--- config.mk ---
export PLATFORM = sky130hd
export DESIGN_NAME = md_ctrl
export DESIGN_NICKNAME = d
export VERILOG_FILES = /design/src/rtl/md_ctrl_pkg.sv /design/src/rtl/md_iter_step.sv /design/src/rtl/md_ctrl.sv
export SDC_FILE = /design/constraint.sdc
export NUM_CORES = 1
export LEC_CHECK = 0
export CORE_MARGIN = 3
export CORE_UTILIZATION = 35
export DETAILED_ROUTE_END_ITERATION = 7
export SLEW_MARGIN = 30
export SYNTH_ARGS = -nofsm -noshare
export SYNTH_HDL_FRONTEND = slang
export SYNTH_SLANG_ARGS = --single-unit
--- constraint.sdc ---
create_clock -name clk -period 4.3 [get_ports clk]
set_input_delay 0.86 -clock clk [delete_from_list [all_inputs] [get_ports clk]]
set_output_delay 0.86 -clock clk [all_outputs]
set_load 0.01 [all_outputs]
--- src/rtl/md_ctrl_pkg.sv ---
// md_ctrl_pkg: shared op/state encodings and word constants for the multiply/divide sequencer.
package md_ctrl_pkg;
  localparam int WORD_WIDTH = 32;
  localparam logic [WORD_WIDTH-1:0] ZEROWORD = '0;
  localparam int MD_OP_LENGTH = 3;
  localparam logic [MD_OP_LENGTH-1:0] MD_OP_NONE  = 3'b000;
  localparam logic [MD_OP_LENGTH-1:0] MD_OP_MULT  = 3'b001;
  localparam logic [MD_OP_LENGTH-1:0] MD_OP_MULTU = 3'b010;
  localparam logic [MD_OP_LENGTH-1:0] MD_OP_DIV   = 3'b011;
  localparam logic [MD_OP_LENGTH-1:0] MD_OP_DIVU  = 3'b100;
  localparam logic [MD_OP_LENGTH-1:0] MD_OP_MTHI  = 3'b101;
  localparam logic [MD_OP_LENGTH-1:0] MD_OP_MTLO  = 3'b110;
  typedef enum logic [1:0] {MD_IDLE, MD_RUN, MD_FIX} md_state_e;
endpackage

--- src/rtl/md_iter_step.sv ---
// md_iter_step: one unsigned shift-add multiply or restoring-divide iteration on the 64-bit accumulator.
module md_iter_step
  import md_ctrl_pkg::*;
(
  input  logic                      is_div,
  input  logic [2*WORD_WIDTH-1:0]   acc,
  input  logic [WORD_WIDTH-1:0]     opnd,
  output logic [2*WORD_WIDTH-1:0]   acc_nxt
);
  localparam int W = WORD_WIDTH;
  logic [W:0]   sum;
  logic [W-1:0] rem_sub;
  logic         no_borrow;
  // divide: acc[2W-1:W-1] is the shifted remainder including its carried-out top bit
  always_comb begin
    sum = {1'b0, acc[2*W-1:W]} + {1'b0, opnd};
    no_borrow = acc[2*W-1:W-1] >= {1'b0, opnd};
    rem_sub = acc[2*W-2:W-1] - opnd;
    acc_nxt = is_div ? (no_borrow ? {rem_sub, acc[W-2:0], 1'b1} : {acc[2*W-2:0], 1'b0})
                     : (acc[0] ? {sum, acc[W-1:1]} : {1'b0, acc[2*W-1:1]});
  end
endmodule

--- src/rtl/md_ctrl.sv ---
// md_ctrl: iterative MULT/MULTU/DIV/DIVU sequencer owning HI/LO, plus single-cycle MTHI/MTLO.
module md_ctrl
  import md_ctrl_pkg::*;
#(
  parameter int WIDTH = 32,
  parameter int ITER  = 32
) (
  input  logic                    clk,
  input  logic                    resetn,
  input  logic                    mdValidE,
  input  logic [MD_OP_LENGTH-1:0] mdOpE,
  input  logic [WIDTH-1:0]        SrcA,
  input  logic [WIDTH-1:0]        SrcB,
  input  logic                    flushE,
  output logic [WIDTH-1:0]        hiOut,
  output logic [WIDTH-1:0]        loOut,
  output logic                    mdBusy,
  output logic                    mdDone
);
  localparam int CW = $clog2(ITER);
  md_state_e state, state_nxt;
  logic [CW-1:0] cnt;
  logic [2*WIDTH-1:0] acc, acc_step, prod;
  logic [WIDTH-1:0] opnd, abs_a, abs_b, quot, rem;
  logic is_div, res_neg, rem_neg, valid, start, sgn, div_op;
  assign valid = mdValidE && !flushE && state == MD_IDLE;
  assign start = valid && mdOpE inside {[MD_OP_MULT:MD_OP_DIVU]};
  assign div_op = mdOpE == MD_OP_DIV || mdOpE == MD_OP_DIVU;
  assign sgn = mdOpE == MD_OP_MULT || mdOpE == MD_OP_DIV;
  assign abs_a = sgn && SrcA[WIDTH-1] ? -SrcA : SrcA;
  assign abs_b = sgn && SrcB[WIDTH-1] ? -SrcB : SrcB;
  assign prod = res_neg ? -acc : acc;
  assign quot = res_neg ? -acc[WIDTH-1:0] : acc[WIDTH-1:0];
  assign rem = rem_neg ? -acc[2*WIDTH-1:WIDTH] : acc[2*WIDTH-1:WIDTH];
  md_iter_step u_step (.is_div(is_div), .acc(acc), .opnd(opnd), .acc_nxt(acc_step));
  always_comb
    state_nxt = state == MD_IDLE ? (start ? MD_RUN : MD_IDLE)
              : state == MD_RUN  ? (flushE ? MD_IDLE : cnt == CW'(ITER-1) ? MD_FIX : MD_RUN)
              : MD_IDLE;
  // divide-by-zero keeps an all-ones quotient regardless of operand signs
  always_ff @(posedge clk or negedge resetn) begin
    if (!resetn) begin
      state <= MD_IDLE;
      cnt <= '0;
      acc <= '0;
      opnd <= ZEROWORD;
      is_div <= 1'b0;
      res_neg <= 1'b0;
      rem_neg <= 1'b0;
      hiOut <= ZEROWORD;
      loOut <= ZEROWORD;
      mdBusy <= 1'b0;
      mdDone <= 1'b0;
    end else begin
      state <= state_nxt;
      mdBusy <= state_nxt != MD_IDLE;
      mdDone <= state == MD_FIX && !flushE;
      cnt <= state == MD_RUN ? cnt + 1'b1 : '0;
      if (start) begin
        is_div <= div_op;
        res_neg <= sgn && (SrcA[WIDTH-1] ^ SrcB[WIDTH-1]) && !(div_op && SrcB == ZEROWORD);
        rem_neg <= sgn && div_op && SrcA[WIDTH-1];
        opnd <= div_op ? abs_b : abs_a;
        acc <= {ZEROWORD, div_op ? abs_a : abs_b};
      end else if (state == MD_RUN) acc <= acc_step;
      if (valid && mdOpE == MD_OP_MTHI) hiOut <= SrcA;
      if (valid && mdOpE == MD_OP_MTLO) loOut <= SrcA;
      if (state == MD_FIX && !flushE) begin
        hiOut <= is_div ? rem : prod[2*WIDTH-1:WIDTH];
        loOut <= is_div ? quot : prod[WIDTH-1:0];
      end
    end
  end
endmodule
==> impl_metrics.env <==
export IMPL_preCtsSetupSlack_ns=0.412
export IMPL_hold_class="in -> async"
export IMPL_fmax_ghz=0.271
export IMPL_grt_ovfl_total=0
export IMPL_rsz0062_at_grt="false"
export IMPL_drc=0
export IMPL_die_height_um=210
export IMPL_crit_path_max_fanout=3
export IMPL_cts_tree="built"
export IMPL_final_util_pct=42.6
export IMPL_final_common_cell="o21ai_0"
export IMPL_relSlewSlack_pct=49.1
export IMPL_maxCapViolCount=0
export IMPL_dr_pass1_iters=5
export IMPL_dp_hpwl_um=41100
export IMPL_root_buffer="clkbuf_16"
export IMPL_cts_hold_buffers=0
export IMPL_num_fill_cells=4124
export IMPL_crit_family="compound AO/OA/AOI/OAI gates"
export IMPL_cts_htree_levels=4
export IMPL_syn_nets=1937
export IMPL_synth_flop_cell="dfrtp_1"
export IMPL_io_buffer_count=136
export IMPL_ir_worst_vdd_v=0.000318
export IMPL_cp_slowest_stage_delay_ns=0.44
export IMPL_stdcell_area_sq_mm=0.0172
export IMPL_layout_common_cells="175 x o21ai_0, 171 x dfrtp_1, 168 x a21oi_1, 138 x nor2_1, 138 x nand2_1"
export IMPL_rr_worst_depth=14
export IMPL_grt_max_degree=75
export IMPL_p_leak_nw=7.26
export IMPL_rr_endpoint="acc[60]$_DFFE_PN0P_"
export IMPL_yosysWarnings=0
export IMPL_routed_wirelength_um=54800
export IMPL_synth_seq_area_share_pct=29.6
export IMPL_synthCells=1794
export IMPL_ioPinCount=137
export IMPL_cts_sinks=172
export IMPL_cts_buffers=17
export IMPL_fin_skew_ns=0.00789
export IMPL_setup_tns_ns=0
export IMPL_worst_pin_slew_ns=0.763
export IMPL_fin_crit_ns=3.69
export IMPL_arrival_ns=4.08
export IMPL_antenna_found_initial=0
export IMPL_power_density_mw_per_mm2=693
export IMPL_drt_iter0_drc=1624
export IMPL_viasPerCell=6.07
export IMPL_endpoint_kind="flip-flop"
export IMPL_period_share_pct=85.9
export IMPL_status="finished clean"
export IMPL_synth_edf_count=0
export IMPL_synthesis_area_sq_mm=0.0145
export IMPL_die_area_sq_mm=0.0440
export IMPL_setup_ws_ns=0.607
export IMPL_area_growth_syn_to_layout_pct=18.4
export IMPL_cp_slowest_cell="a2111oi_0"
export IMPL_r2r_start="acc[31]$_DFFE_PN0P_"
export IMPL_grt_pass1_wl_um=83600
export IMPL_avgSynthCellArea_sq_um=8.09
export IMPL_async_flop_share_pct=100
export IMPL_critPathBufInv=2
export IMPL_drive_above_1_share_pct=6.58
export IMPL_vias=14700
export IMPL_row_count=73
export IMPL_path_clk_slew_ns=0.07
export IMPL_finalSetupViolations=0
export IMPL_track_usage_pct=24.2
export IMPL_path_cells="inv_1, ha_1, inv_1, fa_1, a211oi_1, o21bai_1, a21oi_1, o21ai_0, a21bo_2, a2111oi_0, nor3_1, a2111oi_0, a211oi_1, a21oi_1"
export IMPL_hold_violations=0
export IMPL_fp_dieW_um=210
export IMPL_core_area_sq_mm=0.0404
export IMPL_num_antenna_cells=0
export IMPL_grt_pass1_vias=13700
export IMPL_gp_congestion=0.920
export IMPL_cts_setup_buffers=0
export IMPL_place_area_sq_mm=0.0166
export IMPL_worstSetupPathType="reg -> reg"
export IMPL_ff2ff_setup_slack_ns=0.61
export IMPL_startpoint_type="flip-flop"
export IMPL_cts_resized_gates=0
export IMPL_start_util_pct=36.0
export IMPL_clk_latency_ns=0.46
export IMPL_maxSlewViolCount=0
export IMPL_nets=2030
export IMPL_drtAntennaViolNets=0
export IMPL_clock_path_buffers=2
export IMPL_wl_per_cell_um=22.6
export IMPL_synth_seq_cells=172
export IMPL_ys_types=71
export IMPL_worstPathRequired_ns=4.68
## registers in the layout (all words and copies together), names as in the netlist
name and cells:
acc 64, hiOut 32, loOut 32, opnd 32
cnt 5, state 2, is_div 1, mdBusy 1
mdDone 1, rem_neg 1, res_neg 1
## worst register-to-register path, delay by kind of cell, from the launching register on
kind / cells / cell delay (ns)
buffers and inverters: 2 / 0.19
flip-flops: 1 / 0.38
AO/OA/AOI/OAI: 9 / 2.23
AND/OR/NAND/NOR: 1 / 0.19
adder cells (fa/ha/maj): 2 / 0.63
## cells in the mapped netlist, types with 14 or more instances
cell,n,share of area (%)
a22o_1,14,0.84
or3_1,17,0.73
o221ai_1,29,1.7
xor2_1,91,5.5
a21o_1,32,1.7
a211oi_1,18,0.93
nand3_1,41,1.4
mux2i_1,52,3.6
nand2_1,140,3.6
xnor2_1,82,4.9
a21oi_1,168,5.8
a22oi_1,68,3.5
clkbuf_1,105,2.7
nor4_1,20,0.86
nand2b_1,19,0.82
dfrtp_1,172,30
o22ai_1,14,0.60
o21ai_0,175,6.0
inv_1,58,1.5
nor3_1,40,1.4
o31ai_1,18,0.93
a31oi_1,15,0.65
ha_1,70,6.0
nor2_1,140,3.6
## power breakdown
part | switching, W | internal, W | leakage [nW]
Clock | 0.000739 | 0.000965 | 0.299
Combinational | 0.00414 | 0.00312 | 4.82
Sequential | 0.000855 | 0.00210 | 2.14
Total | 0.00573 | 0.00618 | 7.26
## logic make-up after synthesis
family          Yosys count  synth area share [%]
flops                   172                  29.6
fa+ha+maj                72                  6.31
mux                      61                  4.28
compound gates          642                  28.3
xor+xnor                173                  10.4
simple gates            495                  16.4
buf+inv                 179                  4.71
## worst max-delay path by stage
| stage | slack, ns | cells past startpoint | startpoint | endpoint |
|---|---|---|---|---|
| after detailed placement | 0.41 | 12 | SrcB[3] | acc[29]$_DFFE_PN0P_ |
| after floorplan | 0.97 | 9 | SrcB[5] | acc[29]$_DFFE_PN0P_ |
| final | 0.61 | 14 | acc[31]$_DFFE_PN0P_ | acc[60]$_DFFE_PN0P_ |
| after global placement | 0.46 | 12 | SrcB[3] | acc[29]$_DFFE_PN0P_ |
| after global routing | 0.38 | 14 | acc[31]$_DFFE_PN0P_ | acc[60]$_DFFE_PN0P_ |
| after CTS | 0.65 | 14 | acc[31]$_DFFE_PN0P_ | acc[60]$_DFFE_PN0P_ |
## per-stage QoR
step / instances / power (W) / hold slack (ns)
final: 2425 / 0.0119 / 0.410
after global routing: 2425 / 0.0128 / 0.447
after CTS: 2425 / 0.0118 / 0.439
after detailed placement: 2393 / 0.0101 / 0.465
after global placement: 2393 / 0.0100 / 0.456
after floorplan: 1794 / 0.00779 / 0.433
## cell type report
class                      count  area [sq um]  share of cell area [%]
clock buffer                  20           467                    2.72
clock inverter                12           161                   0.939
inverter                      59           221                    1.29
multi-input combinational   1443          9560                    55.6
sequential                   172          4310                    25.1
tap                          525           657                    3.82
timing repair buffer         194          1810                    10.5
## layer usage
layer,up-vias,global-route usage [%],part of all wire [%]
met3,73,4.19,7.3
met5,-,0,0
li1,6794,-,-
met4,0,6.51,2.5
met1,7176,34.8,46
met2,671,37.5,44
Note: power is estimated with default switching activity, not from simulation.
